### src/rtl/axi_common_pkg.sv
// Shared AXI helpers for the interconnect blocks.
// Index-width helper used to size encoder outputs.
package axi_common;

  function automatic int unsigned idx_width(input int unsigned n);
    return (n <= 1) ? 1 : $clog2(n);
  endfunction

endpackage

### src/rtl/axi_id_alloc_prio_enc.sv
// Lowest-set-bit priority encoder.
// idx is 0 when no bit is set; qualify with any.
module prio_enc
  import axi_common::*;
#(
  parameter int WIDTH = 4,
  localparam int IW = idx_width(WIDTH)
) (
  input  logic [WIDTH-1:0] req,
  output logic [IW-1:0]    idx,
  output logic             any
);

  always_comb begin
    idx = '0;
    for (int i = WIDTH - 1; i >= 0; i--) begin
      if (req[i]) idx = IW'(i);
    end
  end

  assign any = |req;

endmodule

### src/rtl/axi_id_alloc.sv
// Wide-to-narrow AXI ID remapper with per-entry
// outstanding counters; same wide ID reuses its entry.
module axi_id_alloc
  import axi_common::*;
#(
  parameter int IN_ID_WIDTH  = 8,
  parameter int OUT_ID_WIDTH = 2,
  parameter int CNT_WIDTH    = 4
) (
  input  logic                    clk,
  input  logic                    rstn,
  input  logic                    req_valid,
  input  logic [IN_ID_WIDTH-1:0]  req_id,
  output logic                    req_ready,
  output logic [OUT_ID_WIDTH-1:0] req_out_id,
  input  logic                    rel_valid,
  input  logic [OUT_ID_WIDTH-1:0] rel_out_id,
  output logic [IN_ID_WIDTH-1:0]  rel_in_id,
  output logic                    full,
  output logic                    rel_err
);

  localparam int DEPTH = 2 ** OUT_ID_WIDTH;
  localparam logic [CNT_WIDTH-1:0] CNT_MAX = '1;

  typedef struct packed {
    logic [IN_ID_WIDTH-1:0] in_id;
    logic [CNT_WIDTH-1:0]   cnt;
  } entry_t;

  entry_t tbl_q [DEPTH];
  entry_t tbl_d [DEPTH];

  logic [DEPTH-1:0]        match;
  logic [DEPTH-1:0]        free;
  logic [OUT_ID_WIDTH-1:0] m_idx;
  logic [OUT_ID_WIDTH-1:0] f_idx;
  logic                    m_any;
  logic                    f_any;
  logic                    grant;
  logic                    rel_hit;
  logic                    rel_err_d;
  logic                    rel_err_q;

  always_comb begin
    match = '0;
    free  = '0;
    for (int i = 0; i < DEPTH; i++) begin
      free[i]  = (tbl_q[i].cnt == '0);
      match[i] = !free[i] && (tbl_q[i].in_id == req_id);
    end
  end

  prio_enc #(.WIDTH(DEPTH)) u_match (
    .req (match),
    .idx (m_idx),
    .any (m_any)
  );

  prio_enc #(.WIDTH(DEPTH)) u_free (
    .req (free),
    .idx (f_idx),
    .any (f_any)
  );

  // A live mapping must be reused even if a lower free slot exists,
  // otherwise same-ID ordering downstream would break.
  always_comb begin
    req_ready  = f_any;
    req_out_id = f_idx;
    if (m_any) begin
      req_ready  = (tbl_q[m_idx].cnt != CNT_MAX);
      req_out_id = m_idx;
    end
  end

  assign grant   = req_valid && req_ready;
  assign rel_hit = (tbl_q[rel_out_id].cnt != '0);

  always_comb begin
    logic inc;
    logic dec;
    for (int i = 0; i < DEPTH; i++) begin
      tbl_d[i] = tbl_q[i];
      inc = grant && (req_out_id == OUT_ID_WIDTH'(i));
      dec = rel_valid && (rel_out_id == OUT_ID_WIDTH'(i))
            && (tbl_q[i].cnt != '0);
      if (inc) tbl_d[i].in_id = req_id;
      if (inc && !dec)
        tbl_d[i].cnt = tbl_q[i].cnt + CNT_WIDTH'(1);
      else if (dec && !inc)
        tbl_d[i].cnt = tbl_q[i].cnt - CNT_WIDTH'(1);
    end
  end

  assign rel_err_d = rel_valid && !rel_hit;

  always_ff @(posedge clk or negedge rstn) begin
    if (!rstn) begin
      for (int i = 0; i < DEPTH; i++) tbl_q[i] <= '0;
      rel_err_q <= 1'b0;
    end else begin
      for (int i = 0; i < DEPTH; i++) tbl_q[i] <= tbl_d[i];
      rel_err_q <= rel_err_d;
    end
  end

  assign rel_in_id = tbl_q[rel_out_id].in_id;
  assign full      = !f_any;
  assign rel_err   = rel_err_q;

endmodule

### config.mk
export PLATFORM = sky130hd
export DESIGN_NAME = axi_id_alloc
export DESIGN_NICKNAME = d
export VERILOG_FILES = /design/src/rtl/axi_common_pkg.sv /design/src/rtl/axi_id_alloc_prio_enc.sv /design/src/rtl/axi_id_alloc.sv
export SDC_FILE = /design/constraint.sdc
export NUM_CORES = 1
export LEC_CHECK = 0
export BUFFER_PORTS_ARGS = -buffer_cell sky130_fd_sc_hd__buf_2
export CELL_PAD_IN_SITES_DETAIL_PLACEMENT = 1
export CELL_PAD_IN_SITES_GLOBAL_PLACEMENT = 1
export CORE_ASPECT_RATIO = 1.5
export CORE_UTILIZATION = 44
export DETAILED_ROUTE_END_ITERATION = 10
export PLACE_DENSITY = 0.86
export SYNTH_ARGS = -nofsm -noshare
export SYNTH_HDL_FRONTEND = slang
export SYNTH_SLANG_ARGS = --single-unit
### constraint.sdc
create_clock -name clk -period 3.3 [get_ports clk]
set_input_delay 0.33 -clock clk [delete_from_list [all_inputs] [get_ports clk]]
set_output_delay 0.33 -clock clk [all_outputs]
set_load 0.02 [all_outputs]
==> impl_metrics.json <==
{
  "io_pins": 27,
  "hold_ws_ns": 0.235,
  "rsz0062_at_grt": "yes",
  "r2r-end": "tbl_q[39]",
  "synthCells": 260,
  "maxCapViolations": 0,
  "cp-startpoint": "tbl_q[13]",
  "synth_edf_count": 0,
  "gp_congestion": 0.941,
  "p_leak_uw": 0.00164,
  "firstDrtPassIters": 6,
  "wl_um": 8580,
  "die_area_um2": 7590,
  "floorplan.initialDensity_pct": 45.8,
  "synth.ff_latch_count": 49,
  "vdd_drop_max_mv": 0.475,
  "syn-cell-area_um2": 3180,
  "grt_start_max_net_pins": 50,
  "vias_per_cell": 6.00,
  "cts.htree.levels": 2,
  "r2r_cells": 15,
  "hold_violations": 0,
  "pre_cts_slack_ns": -0.0268,
  "seq_area_frac_synth_pct": 38.5,
  "die_y_um": 106,
  "grt_pass1_vias": 2611,
  "regArea_um2": 1230,
  "yosysTopAreaCellShare_pct": 38.5,
  "place_area_um2": 3570,
  "synth_most_common_cell": "dfrtp_1",
  "critical_path_required_ns": 3.49,
  "root_buffer": "clkbuf_8",
  "yosysTopAreaCell": "dfrtp_1",
  "insertedDiodeCount": 0,
  "antenna_found_initial": 0,
  "grt_overflow_total": 0,
  "io_buffers": 26,
  "grt_usage_pct": 23.3,
  "post_drt_wl_per_cell_um": 21.7,
  "maxSlewHeadroom_pct": 25.3,
  "setup-violations-final": 0,
  "num_rows": 37,
  "final_nets": 346,
  "worstSetupStartpointType": "flip-flop",
  "die_x_um": 71.4,
  "cp_max_fo": 4,
  "multi_input_area_um2": 2000,
  "yosysUniqueCellTypes": 47,
  "p_per_area_nw_per_um2": 993,
  "synthTopCellsByCount": "dfrtp_1 (49), xnor2_1 (30), mux2_1 (18), mux2_2 (18), xor2_1 (18)",
  "drive_gt1_share_pct": 40.4,
  "final_area_um2": 3870,
  "synth-main-ff-cell": "dfrtp_1",
  "status": "finished clean",
  "core_area_um2": 6940,
  "min-delay-path-class": "primary input to async pin",
  "finalCritPeriodShare_pct": 97.1,
  "clkTransAtPathRegs_ns": 0.09,
  "synth.avg_cell_area_um2": 12.2,
  "ys_async_sr_fraction_pct": 100,
  "cts_buffers": 5,
  "clockBufferDepth": 2,
  "setup_tns_ns": 0,
  "fin_crit_ns": 3.20,
  "area.growth.synth_to_final_pct": 21.5,
  "syn-num-nets": 290,
  "r2r-start": "tbl_q[13]",
  "end_kind": "flip-flop",
  "yosysWarnings": 0,
  "cts_sinks": 49,
  "path_class": "flip-flop to flip-flop",
  "arrival_ns": 3.40,
  "dpl.hpwl_um": 5950,
  "synthTopCellsByArea": "dfrtp_1 (39%), xnor2_1 (8.3%), mux2_1 (6.4%)",
  "insertion_delay_ns": 0.30,
  "ant_nets": 0,
  "dr_total_vias": 2369,
  "drt_iter0_markers": 104,
  "rrSetupSlack_ns": 0.1,
  "fin_util_pct": 55.7,
  "cts_tree": "done",
  "drc": 0,
  "fmax_ghz": 0.312,
  "drv_slew": 0,
  "skew_ns": 0.00269,
  "nFillCells": 720,
  "fin_ws_ns": 0.0961,
  "grt_first_pass_wirelength_um": 13300,
  "worst_pin_slew_ns": 1.12
}
[how the worst max path moves through the flow]
stage	end	slack, ns	depth (start not counted)
6_report	tbl_q[39]	0.1	15
5_1_grt	tbl_q[39]	-0.07	16
4_1_cts	tbl_q[15]	0.006	16
3_5_place_dp	tbl_q[27]	-0.03	16
3_3_place_gp	tbl_q[27]	0.06	16
2_1_floorplan	tbl_q[27]	0.1	15
[repair_timing]
action | 4_1_cts | 5_1_grt
setup buffers | 2 | 4
gates resized for setup | 5 | 21
hold buffers | 0 | 0
pin swaps | 2 | 13
endpoints found under the setup margin | 2 | 4
hold endpoints to repair | 0 | 0
[flip-flops by register name (all words and copies together) (netlist names)]
name	cells
rel_err	1
tbl_q	48
[routing by layer]
metal  global-route usage, %  routed length (um)  vias up
met5                       0                   0        -
met4                    11.4                 374        0
met3                    3.13                 284       30
met2                    42.7                4860       65
met1                    25.9                3050     1218
li1                        -                   -     1056
[cells in the final DEF, fill, tap and decap left out, types with 3 or more instances in the layout]
| cell type | Yosys | routed |
|---|---|---|
| a21o_1 | 4 | 4 |
| a21oi_2 | 0 | 4 |
| buf_2 | 8 | 26 |
| buf_4 | 1 | 33 |
| clkbuf_8 | 0 | 6 |
| dfrtp_1 | 49 | 45 |
| dfrtp_2 | 0 | 4 |
| fa_1 | 4 | 4 |
| ha_1 | 12 | 10 |
| inv_1 | 9 | 7 |
| mux2_1 | 18 | 18 |
| mux2_2 | 18 | 18 |
| mux4_2 | 9 | 9 |
| nand2_1 | 8 | 8 |
| nand4_1 | 8 | 8 |
| nor2_1 | 12 | 12 |
| nor3_1 | 5 | 5 |
| o21ai_0 | 4 | 4 |
| or3_1 | 3 | 3 |
| xnor2_1 | 30 | 28 |
| xor2_1 | 18 | 18 |
[critical path: stages, from the launching register on]
cell and delay [ns]:
dfrtp_2 0.46, or4_4 0.58, a21oi_4 0.18, o32ai_4 0.12
a21oi_4 0.20, buf_4 0.15, o211ai_4 0.07, inv_1 0.07
ha_2 0.19, inv_1 0.09, ha_1 0.28, a21o_1 0.19
a21oi_2 0.16, xnor2_1 0.14, nor2_1 0.07, xor2_1 0.14
[power by group]
group / switching [uW] / internal (uW) / total (uW)
Sequential: 358 / 904 / 1260
Combinational: 1040 / 1080 / 2130
Clock: 205 / 247 / 452
[cells by family (layout without fill, tap and decap cells)]
logic type | count (synthesis) | count (layout) | share of synthesized area [%]
buffers and inverters | 20 | 77 | 2.79
adder cells (fa/ha/maj) | 16 | 16 | 7.23
AO/OA/AOI/OAI | 25 | 25 | 7.55
XOR/XNOR | 48 | 48 | 13.2
AND/OR/NAND/NOR | 56 | 56 | 11.3
flip-flops | 49 | 49 | 38.5
multiplexers | 46 | 46 | 19.4
[through the flow]
stage | power (uW) | std cells
floorplan | 2500 | 260
global placement | 3020 | 381
detailed placement | 3150 | 381
CTS | 3670 | 391
global route | 4100 | 395
finish | 3840 | 395
[final cells by class]
cell class,instances,share of cell area (%)
multi-input cells,191,51.6
flip-flops and latches,49,31.8
repair buffers,60,10.1
well taps,78,2.52
clock buffers,6,2.13
clock inverters,2,0.970
inverters,9,0.873
(Power assumes the default switching activity.)
